--- src/rtl/bin8_bcd3_seq_pkg.sv ---
// rtl/bin8_bcd3_seq_pkg.sv - shared types and constants for the sequential binary-to-BCD converter
package bcd_pkg;

    typedef enum logic [0:0] {
        IDLE  = 1'b0,
        SHIFT = 1'b1
    } state_t;

    localparam int BCD_DIGIT_W    = 4;
    localparam int BCD_ADJ_THRESH = 5;
    localparam int BCD_ADJ_ADD    = 3;

endpackage

--- src/rtl/bin8_bcd3_seq_if.sv ---
// rtl/bin8_bcd3_seq_if.sv - request/result bundle between controller and converter
interface bin8_bcd3_seq_if #(
    parameter int WIDTH  = 8,
    parameter int DIGITS = 3
);
    logic [WIDTH-1:0]    BIN;
    logic                START;
    logic                BUSY;
    logic                DONE;
    logic [4*DIGITS-1:0] BCD;

    modport master (output BIN, output START, input BUSY, input DONE, input BCD);
    modport slave  (input BIN, input START, output BUSY, output DONE, output BCD);
endinterface

--- src/rtl/bin8_bcd3_seq_adj.sv ---
// rtl/bin8_bcd3_seq_adj.sv - combinational add-3-if-at-least-5 stage for one BCD digit
module bcd_digit_adj
    import bcd_pkg::*;
(
    input  logic [BCD_DIGIT_W-1:0] d,
    output logic [BCD_DIGIT_W-1:0] q
);
    // Wraps in 4 bits; a legal digit never exceeds 9, so 9+3=12 fits.
    assign q = (d >= BCD_DIGIT_W'(BCD_ADJ_THRESH)) ? d + BCD_DIGIT_W'(BCD_ADJ_ADD) : d;
endmodule

--- src/rtl/bin8_bcd3_seq.sv ---
// rtl/bin8_bcd3_seq.sv - iterative double-dabble converter, one shift per clock; BIN8_BCD3_SEQ_AUTO_EN adds re-convert on input change
module bin8_bcd3_seq
    import bcd_pkg::*;
#(
    parameter int WIDTH  = 8,
    parameter int DIGITS = 3
) (
    input  logic CLK,
    input  logic RSTn,
    bin8_bcd3_seq_if.slave bus
);
    localparam int CW = $clog2(WIDTH + 1);
    localparam int BW = BCD_DIGIT_W * DIGITS;

    state_t            state, state_n;
    logic [CW-1:0]     cnt, cnt_n;
    logic [WIDTH-1:0]  bin_sr, bin_n;
    logic [BW-1:0]     bcd_sr, bcd_sr_n, bcd_adj;
    logic [BW-1:0]     bcd_q, bcd_n;
    logic              busy_q, done_q, done_n;
    logic [BW+WIDTH-1:0] shifted;
    logic              start_int;

    genvar g;
    generate
        for (g = 0; g < DIGITS; g++) begin : g_adj
            bcd_digit_adj u_adj (
                .d(bcd_sr[g*BCD_DIGIT_W +: BCD_DIGIT_W]),
                .q(bcd_adj[g*BCD_DIGIT_W +: BCD_DIGIT_W])
            );
        end
    endgenerate

`ifdef BIN8_BCD3_SEQ_AUTO_EN
    logic [WIDTH-1:0] last_bin, last_n;
    assign start_int = bus.START | (bus.BIN != last_bin);
`else
    assign start_int = bus.START;
`endif

    always_comb begin
        state_n  = state;
        cnt_n    = cnt;
        bin_n    = bin_sr;
        bcd_sr_n = bcd_sr;
        bcd_n    = bcd_q;
        done_n   = 1'b0;
`ifdef BIN8_BCD3_SEQ_AUTO_EN
        last_n   = last_bin;
`endif
        // MSB of the binary register falls into bit 0 of the adjusted BCD scratch.
        shifted  = {bcd_adj, bin_sr} << 1;
        case (state)
            IDLE: begin
                if (start_int) begin
                    bin_n    = bus.BIN;
                    bcd_sr_n = '0;
                    cnt_n    = CW'(WIDTH);
                    state_n  = SHIFT;
`ifdef BIN8_BCD3_SEQ_AUTO_EN
                    last_n   = bus.BIN;
`endif
                end
            end
            SHIFT: begin
                bin_n    = shifted[WIDTH-1:0];
                bcd_sr_n = shifted[BW+WIDTH-1:WIDTH];
                cnt_n    = cnt - CW'(1);
                if (cnt == CW'(1)) begin
                    bcd_n   = shifted[BW+WIDTH-1:WIDTH];
                    done_n  = 1'b1;
                    state_n = IDLE;
                end
            end
            default: state_n = IDLE;
        endcase
    end

    always_ff @(posedge CLK or negedge RSTn) begin
        if (!RSTn) begin
            state    <= IDLE;
            cnt      <= '0;
            bin_sr   <= '0;
            bcd_sr   <= '0;
            bcd_q    <= '0;
            busy_q   <= 1'b0;
            done_q   <= 1'b0;
`ifdef BIN8_BCD3_SEQ_AUTO_EN
            last_bin <= '0;
`endif
        end else begin
            state    <= state_n;
            cnt      <= cnt_n;
            bin_sr   <= bin_n;
            bcd_sr   <= bcd_sr_n;
            bcd_q    <= bcd_n;
            busy_q   <= (state_n == SHIFT);
            done_q   <= done_n;
`ifdef BIN8_BCD3_SEQ_AUTO_EN
            last_bin <= last_n;
`endif
        end
    end

    assign bus.BUSY = busy_q;
    assign bus.DONE = done_q;
    assign bus.BCD  = bcd_q;
endmodule
--- src/flat_wrapper.sv ---
// flat-port wrapper written by rule: the top's interface ports become plain ports
module bin8_bcd3_seq_flat import bcd_pkg::*;
#(
    parameter int WIDTH  = 8,
    parameter int DIGITS = 3
)
  (CLK, RSTn, bus_BIN, bus_START, bus_BUSY, bus_DONE, bus_BCD);
  bin8_bcd3_seq_if #(.WIDTH(WIDTH), .DIGITS(DIGITS)) bus_i ();
  input  logic CLK;
  input  logic RSTn;
  input wire logic [$bits(bus_i.BIN)-1:0] bus_BIN;
  input wire logic [$bits(bus_i.START)-1:0] bus_START;
  output wire logic [$bits(bus_i.BUSY)-1:0] bus_BUSY;
  output wire logic [$bits(bus_i.DONE)-1:0] bus_DONE;
  output wire logic [$bits(bus_i.BCD)-1:0] bus_BCD;
  assign bus_i.BIN = bus_BIN;
  assign bus_i.START = bus_START;
  assign bus_BUSY = bus_i.BUSY;
  assign bus_DONE = bus_i.DONE;
  assign bus_BCD = bus_i.BCD;
  bin8_bcd3_seq #(.WIDTH(WIDTH), .DIGITS(DIGITS)) u_core (.CLK(CLK), .RSTn(RSTn), .bus(bus_i));
endmodule
--- config.mk ---
export PLATFORM = sky130hd
export DESIGN_NAME = bin8_bcd3_seq_flat
export DESIGN_NICKNAME = d
export VERILOG_FILES = /design/src/rtl/bin8_bcd3_seq_pkg.sv /design/src/rtl/bin8_bcd3_seq_if.sv /design/src/rtl/bin8_bcd3_seq_adj.sv /design/src/rtl/bin8_bcd3_seq.sv /design/src/flat_wrapper.sv
export SDC_FILE = /design/constraint.sdc
export NUM_CORES = 1
export LEC_CHECK = 0
export CORE_ASPECT_RATIO = 0.8
export CORE_MARGIN = 4
export CORE_UTILIZATION = 40
export DETAILED_ROUTE_END_ITERATION = 7
export PLACE_DENSITY_LB_ADDON = 0.08
export SLEW_MARGIN = 20
export SYNTH_ARGS = -nofsm -noshare
export SYNTH_HDL_FRONTEND = slang
export SYNTH_SLANG_ARGS = --single-unit
--- constraint.sdc ---
create_clock -name CLK -period 2.35 [get_ports CLK]
set_input_delay 0.705 -clock CLK [delete_from_list [all_inputs] [get_ports CLK]]
set_output_delay 0.705 -clock CLK [all_outputs]
set_load 0.02 [all_outputs]
==> run_results.csv <==
group,metric,value,unit
status,status,"finished, final reports clean",
power_and_ir_drop,power.density,1420,nW/um^2
floorplan,row_count,21,
sta,relSlewSlack,67.9,%
final_layout,syn2layout_area_growth,20.2,%
setup_path,worst_path_largest_cell_delay,620,ps
sta,tightest_slew,481,ps
power_and_ir_drop,irDropWorstVdd,515,uV
grt,grt_pass1_wl,5.83,mm
grt,met3_usage,5.23,%
floorplan,die_y,68.8,um
floorplan,start_util,42.9,%
route,drt_iter0_drc,60,
synth,synthCells,166,
synth,synth_top_cells_by_count,"38 x dfrtp_1, 15 x mux2i_1, 11 x nand2_1",
setup_path,crit_type,"register to primary output",
setup_path,crit_chain,"clkdlybuf4s50_1",
floorplan,die_width,84.0,um
route,vias,1235,
placed_design,post-place-cells,244,
synth,ys_types,26,
route,final_antenna_net_count,0,
final_layout,fin_nets,213,
synth,yosys_warnings,0,
clock_tree,holdBufCountCts,0,
setup_path,crit_start,"u_core.state$_DFF_PN0_",
setup_path,r2r_start,"u_core.cnt[1]$_DFFE_PN0P_",
sta,finalSetupTns,0,ps
synth,synth_mux_area_share,13.0,%
power_and_ir_drop,p_leak,0.00103,uW
synth,synthFlopType,"dfrtp_1",
synth,synth_top_area_cell,"dfrtp_1",
setup_path,arrival,1300,ps
synth,syn_area,1850,um^2
grt,use_met2,22.6,%
clock_tree,cts_setup_buffers,0,
route,post_drt_via_cell_ratio,4.92,
placed_design,placed_cell_area,2150,um^2
synth,async_flop_share,100,%
synth,synth_top_area_share,51.5,%
placed_design,place_congestion,0.732,
placed_design,dp_hpwl,2.32,mm
route,avgRoutedWirePerCell,13.3,um
setup_path,path_delay_family,"buffers and inverters",
final_layout,nFillCells,415,
synth,synth-edff-count,0,
sta,drv_slew,0,
setup_path,r2r-end,"u_core.bus.BCD[5]$_DFFE_PN0P_",
flow_run,drv_cap,0,
sta,clock.fmax,498,MHz
clock_tree,cts_tree,"built",
sta,skew,2.49,ps
clock_tree,numCtsBuffers,5,
synth,synth_adder_area_share,5.42,%
final_layout,final_cells,251,
grt,busiest_layer,"met2",
setup_path,path_buf_inv,1,
clock_tree,numClockSinks,38,
sta,rsz0062_at_grt,"false",
route,drcViolationCount,0,
clock_tree,cts_htree_levels,2,
grt,antenna_found_initial,0,
final_layout,diodes,0,
sta,finalSetupViolations,0,
clock_tree,cts_max_path_buffers,2,
synth,ys_ff_latch,38,
clock_tree,root_buffer,"clkbuf_8",
synth,seq_area_frac_synth,51.5,%
synth,synth_area_leaders,"dfrtp_1 51%, mux2i_1 8.1%, ha_1 5.4%",
synth,synth_top_family_by_area,"multiplexers",
setup_path,crit_fanout,3,
synth,synth_nets,185,
clock_tree,clk_latency,290,ps
route,dr.pass1.iters,4,
placed_design,preCtsSetupSlack,382,ps
synth,avgSynthCellArea,11.1,um^2
grt,groute.usage.overall,13.2,%
grt,grt_max_degree,44,
floorplan,core,4310,um^2
setup_path,r2r_cells,6,
grt,grt_pass1_vias,1287,
sta,min_period,2010,ps
setup_path,r2r_slack,710,ps
final_layout,final_util,51.6,%
placed_design,io_buffers,24,
synth,synthSimpleGateAreaFrac,12.5,%
final_layout,stdcell_area,2220,um^2
synth,synth_compound_area_share,11.1,%
grt,gr-usage-met1,15.4,%
clock_tree,cts_resized,0,
synth,yosysMostFrequentCell,"dfrtp_1",
grt,grt-ovfl-total,0,
setup_path,crit_slowest_cell,"clkdlybuf4s50_1",
hold_path,min_path_type,"input port to async pin",
setup_path,end_kind,"primary output",
sta,hold_violations,0,
floorplan,ios,25,
floorplan,die_area,5780,um^2
route,drt-total-wl,3.35,mm
sta,setup_ws,342,ps
sta,fin_crit_sh,85.4,%
clock_tree,clkTransAtPathRegs,70,ps
synth,synth_xor_xnor_area_share,2.37,%
setup_path,startpoint_type,"register",
setup_path,critPathRequiredTime,1640,ps
final_layout,drive_above_1_share,12.4,%
## logic make-up after synthesis
group,count (synthesis)
and+or+nand+nor,43
xor gates and xnor gates,5
muxes,23
DFF,38
buffers and inverters,16
adders and majority gates,8
AOI/OAI and AO/OA,33
## worst max path at each step
stage,endpoint,cells after the start
4_1_cts,bus_BUSY,1
2_1_floorplan,u_core.bus.BCD[0]$_DFFE_PN0P_,4
3_5_place_dp,u_core.bin_sr[5]$_DFFE_PN0P_,4
3_3_place_gp,u_core.bin_sr[1]$_DFFE_PN0P_,4
5_1_grt,bus_BUSY,1
6_report,bus_BUSY,1
## sequential cells by signal (all words and copies together), names as in the netlist
| signal | count |
|---|---|
| u_core.bus.BCD | 12 |
| u_core.cnt | 4 |
| u_core.bcd_sr | 12 |
| u_core.bin_sr | 8 |
| u_core.state | 1 |
| u_core.bus.DONE | 1 |
## layout make-up
type | count | area, um^2 | share of cell area (%)
repair buffers | 29 | 273 | 12.3
multi-input cells | 112 | 821 | 36.9
inverters | 8 | 30.0 | 1.35
well taps | 57 | 71.3 | 3.21
clock buffers | 7 | 76.3 | 3.43
flip-flops and latches | 38 | 951 | 42.8
## cells in the final DEF, fill, tap and decap left out, drive strengths merged
master and n:
dfrtp 38, clkbuf 7, xnor2 4, nor3b 7
nor2 9, a21o 7, nand2b 9, a21oi 12
nand2 12, nor3 6, ha 8, a32o 1
mux2 8, inv 8, o31ai 2, buf 6
mux2i 15, xor2 1, a31oi 1, o21ai 10
clkdlybuf4s50 23
## routing by layer
layer	wire [um]	vias up
met3	151	6
met1	1620	594
met5	0	-
met2	1530	13
li1	-	622
met4	40	0
## metrics by stage
stage	hold slack [ps]	power [uW]
final	454	3140
after global routing	497	3410
after floorplan	409	2290
after detailed placement	480	2770
after CTS	470	3200
after global placement	468	2700
## power by group
group	internal, uW	switching, uW	total [uW]
registers	962	218	1180
logic	767	787	1550
clock network	204	208	412
total	1930	1210	3140
Note: power is estimated with default switching activity, not from simulation.
